**src/rtl/div_unit.sv**
```systemverilog
// Iterative restoring divider for DIV/DIVU: one quotient bit per cycle, signed or unsigned,
// result {remainder, quotient} held while start_i stays high. Stalls the pipeline while busy.
module div_unit #(
  parameter int WIDTH = 32
) (
  input  logic               clk,
  input  logic               rst,
  input  logic               start_i,
  input  logic               annul_i,
  input  logic               signed_div_i,
  input  logic [WIDTH-1:0]   opdata1_i,
  input  logic [WIDTH-1:0]   opdata2_i,
  output logic [2*WIDTH-1:0] result_o,
  output logic               ready_o,
  output logic               stall_req_o,
  output logic [1:0]         dbg_state_o
);

  localparam int CW = $clog2(WIDTH + 1);

  typedef enum logic [1:0] {S_IDLE, S_BYZERO, S_ON, S_END} state_t;

  state_t           state;
  logic [CW-1:0]    cnt;
  logic [WIDTH:0]   pr;
  logic [WIDTH-1:0] dvd_sr;
  logic [WIDTH-1:0] dvs;
  logic             sign1;
  logic             sign2;
  logic             signed_mode;

  logic [WIDTH:0]   pr_sh;
  logic [WIDTH:0]   diff;
  logic             q_bit;
  logic [WIDTH-1:0] mag1;
  logic [WIDTH-1:0] mag2;
  logic [WIDTH-1:0] quo_fix;
  logic [WIDTH-1:0] rem_fix;

  // Handshake: start_i is a level request held until ready_o; the result is
  // consumed when start_i drops while ready_o=1. annul_i only cancels work in flight.
  assign stall_req_o = start_i & ~ready_o;
  assign dbg_state_o = state;

  assign mag1 = (signed_div_i && opdata1_i[WIDTH-1]) ? (~opdata1_i + 1'b1) : opdata1_i;
  assign mag2 = (signed_div_i && opdata2_i[WIDTH-1]) ? (~opdata2_i + 1'b1) : opdata2_i;

  // dvd_sr starts as the dividend magnitude and fills with quotient bits from the bottom.
  assign pr_sh = {pr[WIDTH-1:0], dvd_sr[WIDTH-1]};
  assign diff  = pr_sh - {1'b0, dvs};
  assign q_bit = (pr_sh >= {1'b0, dvs});

  // Most-negative / -1 needs no special case: the negated magnitude wraps to itself.
  assign quo_fix = (signed_mode && (sign1 ^ sign2)) ? (~dvd_sr + 1'b1) : dvd_sr;
  assign rem_fix = (signed_mode && sign1) ? (~pr[WIDTH-1:0] + 1'b1) : pr[WIDTH-1:0];

  always_ff @(posedge clk or negedge rst) begin
    if (!rst) begin
      state       <= S_IDLE;
      cnt         <= '0;
      pr          <= '0;
      dvd_sr      <= '0;
      dvs         <= '0;
      sign1       <= 1'b0;
      sign2       <= 1'b0;
      signed_mode <= 1'b0;
      result_o    <= '0;
      ready_o     <= 1'b0;
    end else begin
      case (state)
        S_IDLE: begin
          if (start_i && !annul_i) begin
            cnt         <= '0;
            pr          <= '0;
            dvd_sr      <= mag1;
            dvs         <= mag2;
            sign1       <= opdata1_i[WIDTH-1];
            sign2       <= opdata2_i[WIDTH-1];
            signed_mode <= signed_div_i;
            state       <= (opdata2_i == '0) ? S_BYZERO : S_ON;
          end
        end
        S_BYZERO: begin
          // Held two edges so ready_o rises exactly two edges after accept.
          if (annul_i) begin
            state <= S_IDLE;
            cnt   <= '0;
          end else if (cnt == '0) begin
            cnt <= CW'(1);
          end else begin
            state    <= S_END;
            result_o <= '0;
            ready_o  <= 1'b1;
          end
        end
        S_ON: begin
          if (annul_i) begin
            state <= S_IDLE;
            cnt   <= '0;
          end else if (cnt == CW'(WIDTH)) begin
            state    <= S_END;
            result_o <= {rem_fix, quo_fix};
            ready_o  <= 1'b1;
          end else begin
            pr     <= q_bit ? diff : pr_sh;
            dvd_sr <= {dvd_sr[WIDTH-2:0], q_bit};
            cnt    <= cnt + 1'b1;
          end
        end
        S_END: begin
          if (!start_i) begin
            state    <= S_IDLE;
            cnt      <= '0;
            result_o <= '0;
            ready_o  <= 1'b0;
          end
        end
        default: state <= S_IDLE;
      endcase
    end
  end

endmodule

```
**config.mk**
```make
export PLATFORM = sky130hd
export DESIGN_NAME = div_unit
export DESIGN_NICKNAME = d
export VERILOG_FILES = /design/src/rtl/div_unit.sv
export SDC_FILE = /design/constraint.sdc
export NUM_CORES = 1
export LEC_CHECK = 0
export CAP_MARGIN = 20
export CORE_ASPECT_RATIO = 0.8
export CORE_MARGIN = 2
export CORE_UTILIZATION = 40
export DETAILED_ROUTE_END_ITERATION = 16
export HOLD_SLACK_MARGIN = 0.1
export PLACE_DENSITY_LB_ADDON = 0.08
export SETUP_SLACK_MARGIN = 0.2
export SLEW_MARGIN = 40
export SYNTH_ARGS = -nofsm -noshare
export SYNTH_HDL_FRONTEND = slang
export SYNTH_SLANG_ARGS = --single-unit
export TNS_END_PERCENT = 100
```
**constraint.sdc**
```tcl
create_clock -name clk -period 5.7 [get_ports clk]
set_clock_uncertainty 0.05 [all_clocks]
set_input_delay 1.425 -clock clk [delete_from_list [all_inputs] [get_ports clk]]
set_output_delay 1.425 -clock clk [all_outputs]
set_load 0.02 [all_outputs]
```
# Yosys cells after proc, flatten, opt, wreduce, memory -nomap -nowiden
# Cells that the tools add are included.
# W data, S select, Z words.
[totals]
mem_bits_ro = 0
n_memories = 0
elab_cells = 95
inputBits = 69
out_inout_bits = 68
register_bits = 172
latchBits = 0
ramBits = 0
[classes]
muxes = 40
addsub = 6
div = 0
n_reduce_logical = 16
bitwise_logic = 7
mul = 0
n_shift = 0
eq_ne = 15
order_cmp = 1
[op_table]
columns = ["operator", "n"]
rows = [
  ["$mux W32", 11],
  ["$mux W64", 5],
  ["$pmux W64 S3", 1],
  ["$add A32 B1 Y32 const B", 4],
  ["$not A32 Y32", 4],
  ["$pmux W32 S2", 2],
  ["$mux W6", 6],
  ["$ge A33 B32 Y1", 1],
  ["$logic_not A32 Y1", 1],
  ["$sub A32 B32 Y32", 1],
  ["$pmux W6 S4", 1],
  ["$mux W2", 7],
  ["$ne A2 B2 Y1 const B", 7],
  ["$ne A3 B3 Y1 const B", 4],
  ["$reduce_and A4 Y1", 3],
  ["$pmux W2 S4", 1],
  ["$add A6 B1 Y6 const B", 1],
  ["$eq A6 B6 Y1 const B", 1],
  ["$logic_not A6 Y1", 1],
  ["$reduce_and A6 Y1", 1],
  ["$logic_and A1 B1 Y1", 5],
  ["$mux W1", 5],
  ["$eq A2 B2 Y1 const B", 2],
  ["$pmux W1 S3", 1],
  ["other kinds (9)", 9],
]

# Longest topological paths before layout
[logic_depth]
depth_word = 6
mapped_depth = 13
depth_no_buf = 12

# Least setup slack after synthesis
# No wires, ideal clock.
[synth_timing]
path_kind = "input-to-reg"
startpoint = "in opdata2_i[7]"
endpoint = "reg state[1] (netlist: dbg_state_o[1])"
required_time_ps = 5511
path_buffers = 0
cell_stages = 8
setup_time_ps = 139
arrival_ps = 3315
slack_ps = 2196
path_cell_list = "nor4_4 -> nor4b_2 -> and2_4 -> nand3_2 -> or4_4 -> or4_4 -> o21ai_0 -> o21ai_0"
[synth_between]
elab_chain_len = 4
[synth_lines]
columns = ["item", "line", "rtl"]
rows = [
  ["start, declared", "12", "input logic [WIDTH-1:0] opdata2_i,"],
  ["$logic_not A32 Y1", "80", "state <= (opdata2_i == '0) ? S_BYZERO : S_ON;"],
  ["$mux W2", "80", ""],
  ["$mux W2", "72", "if (start_i && !annul_i) begin"],
  ["$pmux W2 S4", "70", "case (state)"],
  ["end signal, assigned", "80", ""],
  ["end, declared", "23", "state_t state;"],
]
# Every way passes these cells. The select of a mux whose other input is x is not followed.
# A chain may end at the register's enable or synchronous reset.

# Worst setup path after layout
[layout_timing]
startpoint = "in start_i"
endpoint = "out stall_req_o"
[layout_between]
elab_chain_len = 1
[layout_lines]
columns = ["item", "line", "rtl"]
rows = [
  ["start, declared", "8", "input logic start_i,"],
  ["$and A1 B1 Y1", "42", "assign stall_req_o = start_i & ~ready_o;"],
  ["end, declared", "15", "output logic stall_req_o,"],
]
# Every way passes these cells.

==> run summary <==
The run gives 0 as the count of final max-slew check failures. The tools report the root buffer cell as sky130_fd_sc_hd__clkbuf_16. The logs give 37.05% for the sequential fraction of the synthesis area and 0.02842 mm² for the total core area. The logs give 0 for the total number of yosys warnings and 0 for the number of failing hold endpoints at the final stage. The run gives 234.8 MHz as the highest attainable clock frequency. The share of synthesized area in the top cell type comes to 37.05%. The clock edge transition at the registers on the reported setup and hold paths is 0.06 ns, and the area used by sequential logic in the layout is 0.004304 mm². Share of cells above drive strength 1: 4.265%. The diode insertion count for antenna repair came out at 0. After synthesis, the share of flip-flops with an asynchronous set or reset is 100.0%. After layout, the worst path uses 74.72% of the clock period. The flow ran to the end, and the final reports show no timing, DRC or antenna violations. The mapped netlist covers 0.01162 mm².

Row generation in the floorplan step produced 55 rows. For this run, the number of standard cells in the final layout without fillers is 1894. The worst path required time is 4.22 ns. Yosys attributes the largest share of cell area to sky130_fd_sc_hd__dfrtp_1 (37%), sky130_fd_sc_hd__o21ai_0 (9.4%), sky130_fd_sc_hd__nand2_1 (6.5%), sky130_fd_sc_hd__xnor2_1 (6.3%), sky130_fd_sc_hd__a21oi_1 (4.9%).

The prevailing post-synth register cell is sky130_fd_sc_hd__dfrtp_1. The worst reg2reg path endpoint is pr[18]. The post-CTS setup buffer count is 0. Global placement routability congestion: 0.8841. The net total in the final layout is 1624.

The path class of the tightest hold or removal check is reg2reg. The sum of net half-perimeters after detailed placement was 24.73 mm. The total nets after synthesis came out at 1544. Number of I/O port buffers: 136. The worst setup path is launched from an input pin. In this run, synthesis produced a sequential element count of 172. In this run the tightest slew margin relative to its limit is 50.96%. Number of instances on the worst hold path: 2. The tools report the remaining number of nets flagged by the antenna check after routing as 0. The run gives 0.4267 ns as the worst hold slack across all endpoints. Measured along the y axis, the die boundary spans 156.4 µm. The first global-routing pass estimated 52.62 mm of wire. Counting tap cells, the placed design contains a total of 1862 instances. CTS built an H-tree with a depth of 4. Dividing the detail-routed via count by the number of cells gives 5.405. A synthesized cell averages 8.118 µm².

For the number of buffers inserted for hold repair after clock tree synthesis, the log shows 0. TritonCTS built the clock tree. The transition time at the pin with the least slew margin is 0.7356 ns. The worst path in the final design needs a cycle of 4.259 ns, including I/O delays and setup. The number of iterations in the first detailed-routing pass came out at 7. In the global route stage, overall resource usage came out at 21.73%. Number of top-level design ports: 137. The tools report the hold path startpoint as result_o[28].

Worst-case register-to-register setup slack: 2.17 ns. The start-to-end type of the worst setup path is in2out. The final global-route overflow total came out at 0. The finished cells cover 0.01387 mm². From left edge to right edge, the die measures 194.5 µm. The total via count in the routed design is 10240. For this block, the initial DRC count from the detailed router was 569. The number of antenna violations at the first check in global routing was 0; the wire length per cell after detailed routing was 17.21 µm. The run gives 0 as the count of cells resized by post-cts repair. Of all nets on the critical path, the largest fanout is 6.

The worst hold endpoint was result_o[28]. The standard cell area after detailed placement is 0.01323 mm², and the maximum clock insertion buffer count is 2. For this run, the share of the core covered by cells in the final layout is 48.82%. Top cell type by total area after synthesis: sky130_fd_sc_hd__dfrtp_1. The clock network latency to the later pin of the worst-skew pair is 0.44 ns, and the static leakage is 0.005860 µW.

For the worst flop-to-flop path, the logic depth is 9. Setup repair after global routing left no endpoint under its margin. Max-cap violations in this run came to 0. The logs give 2825 for the number of inserted filler cells in the final layout and 94 for the pin count of the biggest net entering global routing. The data arrival time of the critical path is 2.78 ns.

The commonest cells after synthesis are sky130_fd_sc_hd__o21ai_0 (218), sky130_fd_sc_hd__nand2_1 (201), sky130_fd_sc_hd__dfrtp_1 (172), sky130_fd_sc_hd__a21oi_1 (114), sky130_fd_sc_hd__nor2_1 (97). The tools report the distinct cell type count of the synthesized netlist as 69. For this run, design rule violations remaining after detail routing come to 0. Clock tree synthesis found a total of 172 sinks. By instance count, the leading cell after synthesis is sky130_fd_sc_hd__o21ai_0.

The total length of routed wires came out at 32.60 mm. The ratio of total power to cell area is 573.2 mW/mm². The via count of the first global-routing pass is 9511. The initial utilization of the core area, before any placement, comes to 40.88%.

The multi-input combinational cells in the finished layout cover a total of 0.006741 mm². For the final routed database, the setup TNS stands at 0 ns. The tools report the endpoint kind of the worst setup timing path as a primary output. Synthesis produced a netlist whose cell count is 1431.

The die covers 0.03043 mm². The run gives 0 as the final setup violation count. The startpoint identified for the worst register-to-register timing path is pr[7]. VDD sags by at most 298.1 µV. The number of synthesized flops with an enable pin is 0.

The number of buffers added by the clock tree synthesis step was 17. The growth of design area from synthesis to finish is 19.43%.
==> how the worst max path moves through the flow <==
stage                     slack, ns    startpoint              to
final                          1.44       start_i     stall_req_o
after detailed placement       1.40  opdata2_i[7]  dbg_state_o[1]
after CTS                      1.45       start_i     stall_req_o
after floorplan                2.20  opdata2_i[7]  dbg_state_o[1]
after global placement         1.41  opdata2_i[7]  dbg_state_o[1]
after global routing           1.41       start_i     stall_req_o
==> per-layer routing <==
metal | up-vias | wire [µm] | share of wire, % | GRT usage, %
li1 | 5152 | - | - | -
met1 | 4837 | 18170 | 56 | 35.59
met2 | 236 | 12700 | 39 | 29.34
met3 | 12 | 1508 | 4.6 | 3.470
met4 | 0 | 229 | 0.70 | 4.139
met5 | - | 0 | 0 | 0
==> kinds of logic (layout without fill, tap and decap cells) <==
logic type | after synthesis | after routing | synth area share (%)
AND/OR/NAND/NOR | 452 | 452 | 18.40
AO/OA/AOI/OAI | 449 | 449 | 22.27
flip-flops | 172 | 172 | 37.05
buffers and inverters | 153 | 246 | 5.040
XOR/XNOR | 143 | 143 | 10.85
adder cells (fa/ha/maj) | 44 | 44 | 4.803
multiplexers | 18 | 18 | 1.594
==> final cells by class <==
type	instances	share of cell area, %
Clock buffer	19	3.120
Clock inverter	13	1.533
Inverter	69	1.867
Multi-Input combinational cell	1106	48.59
Sequential cell	172	31.02
Tap cell	370	3.337
Timing Repair Buffer	145	10.53
==> worst max-delay path: stages <==
cell and delay (ns):
sky130_fd_sc_hd__clkdlybuf4s50_1 0.60, sky130_fd_sc_hd__nor2b_1 0.16, sky130_fd_sc_hd__clkdlybuf4s50_1 0.60
==> layout by cell type (no fill, tap or decap), types with 5 or more instances in the layout <==
cell type,synthesis,layout
sky130_fd_sc_hd__a21o_1,12,12
sky130_fd_sc_hd__nor2b_1,11,11
sky130_fd_sc_hd__or3_1,15,15
sky130_fd_sc_hd__o21a_1,9,9
sky130_fd_sc_hd__a21oi_1,114,114
sky130_fd_sc_hd__o21bai_1,6,6
sky130_fd_sc_hd__a211oi_1,6,6
sky130_fd_sc_hd__nand4_1,16,16
sky130_fd_sc_hd__xor2_1,59,59
sky130_fd_sc_hd__clkdlybuf4s50_1,0,135
sky130_fd_sc_hd__ha_1,43,42
sky130_fd_sc_hd__nor4_1,11,11
sky130_fd_sc_hd__nand3_1,13,13
sky130_fd_sc_hd__and2_1,11,11
sky130_fd_sc_hd__clkbuf_16,0,17
sky130_fd_sc_hd__or4_1,6,6
sky130_fd_sc_hd__mux2i_1,14,14
sky130_fd_sc_hd__o31ai_1,24,23
sky130_fd_sc_hd__nor3_1,27,27
sky130_fd_sc_hd__dfrtp_1,172,172
sky130_fd_sc_hd__nor2_1,97,97
sky130_fd_sc_hd__a32oi_1,11,11
sky130_fd_sc_hd__buf_4,0,6
sky130_fd_sc_hd__bufinv_16,0,5
sky130_fd_sc_hd__nand2_1,201,199
sky130_fd_sc_hd__o21ai_0,218,218
sky130_fd_sc_hd__nand2b_1,16,16
sky130_fd_sc_hd__a31oi_1,11,11
sky130_fd_sc_hd__inv_1,68,68
sky130_fd_sc_hd__xnor2_1,83,83
sky130_fd_sc_hd__o41ai_1,8,8
==> through the flow <==
step / setup WS [ns] / power [µW]
2_1_floorplan: 2.196 / 5380
3_3_place_gp: 1.411 / 6600
3_5_place_dp: 1.403 / 6629
4_1_cts: 1.450 / 7959
5_1_grt: 1.414 / 8652
6_report: 1.441 / 7953
==> state kept, by name (all words and copies together), names as in the netlist <==
register / count
dbg_state_o: 2
sign1: 1
ready_o: 1
sign2: 1
dvs: 32
cnt: 6
pr: 32
signed_mode: 1
result_o: 64
dvd_sr: 32
==> report_power, final <==
part / switching (µW) / total (µW) / leakage, µW / internal, µW
registers: 491 / 2030 / 0.00230 / 1540
clock network: 519 / 1300 / 0.000310 / 783
logic: 2860 / 4620 / 0.00326 / 1760
total: 3870 / 7950 / 0.00586 / 4080
No activity file was read; power rests on OpenSTA's default activity.
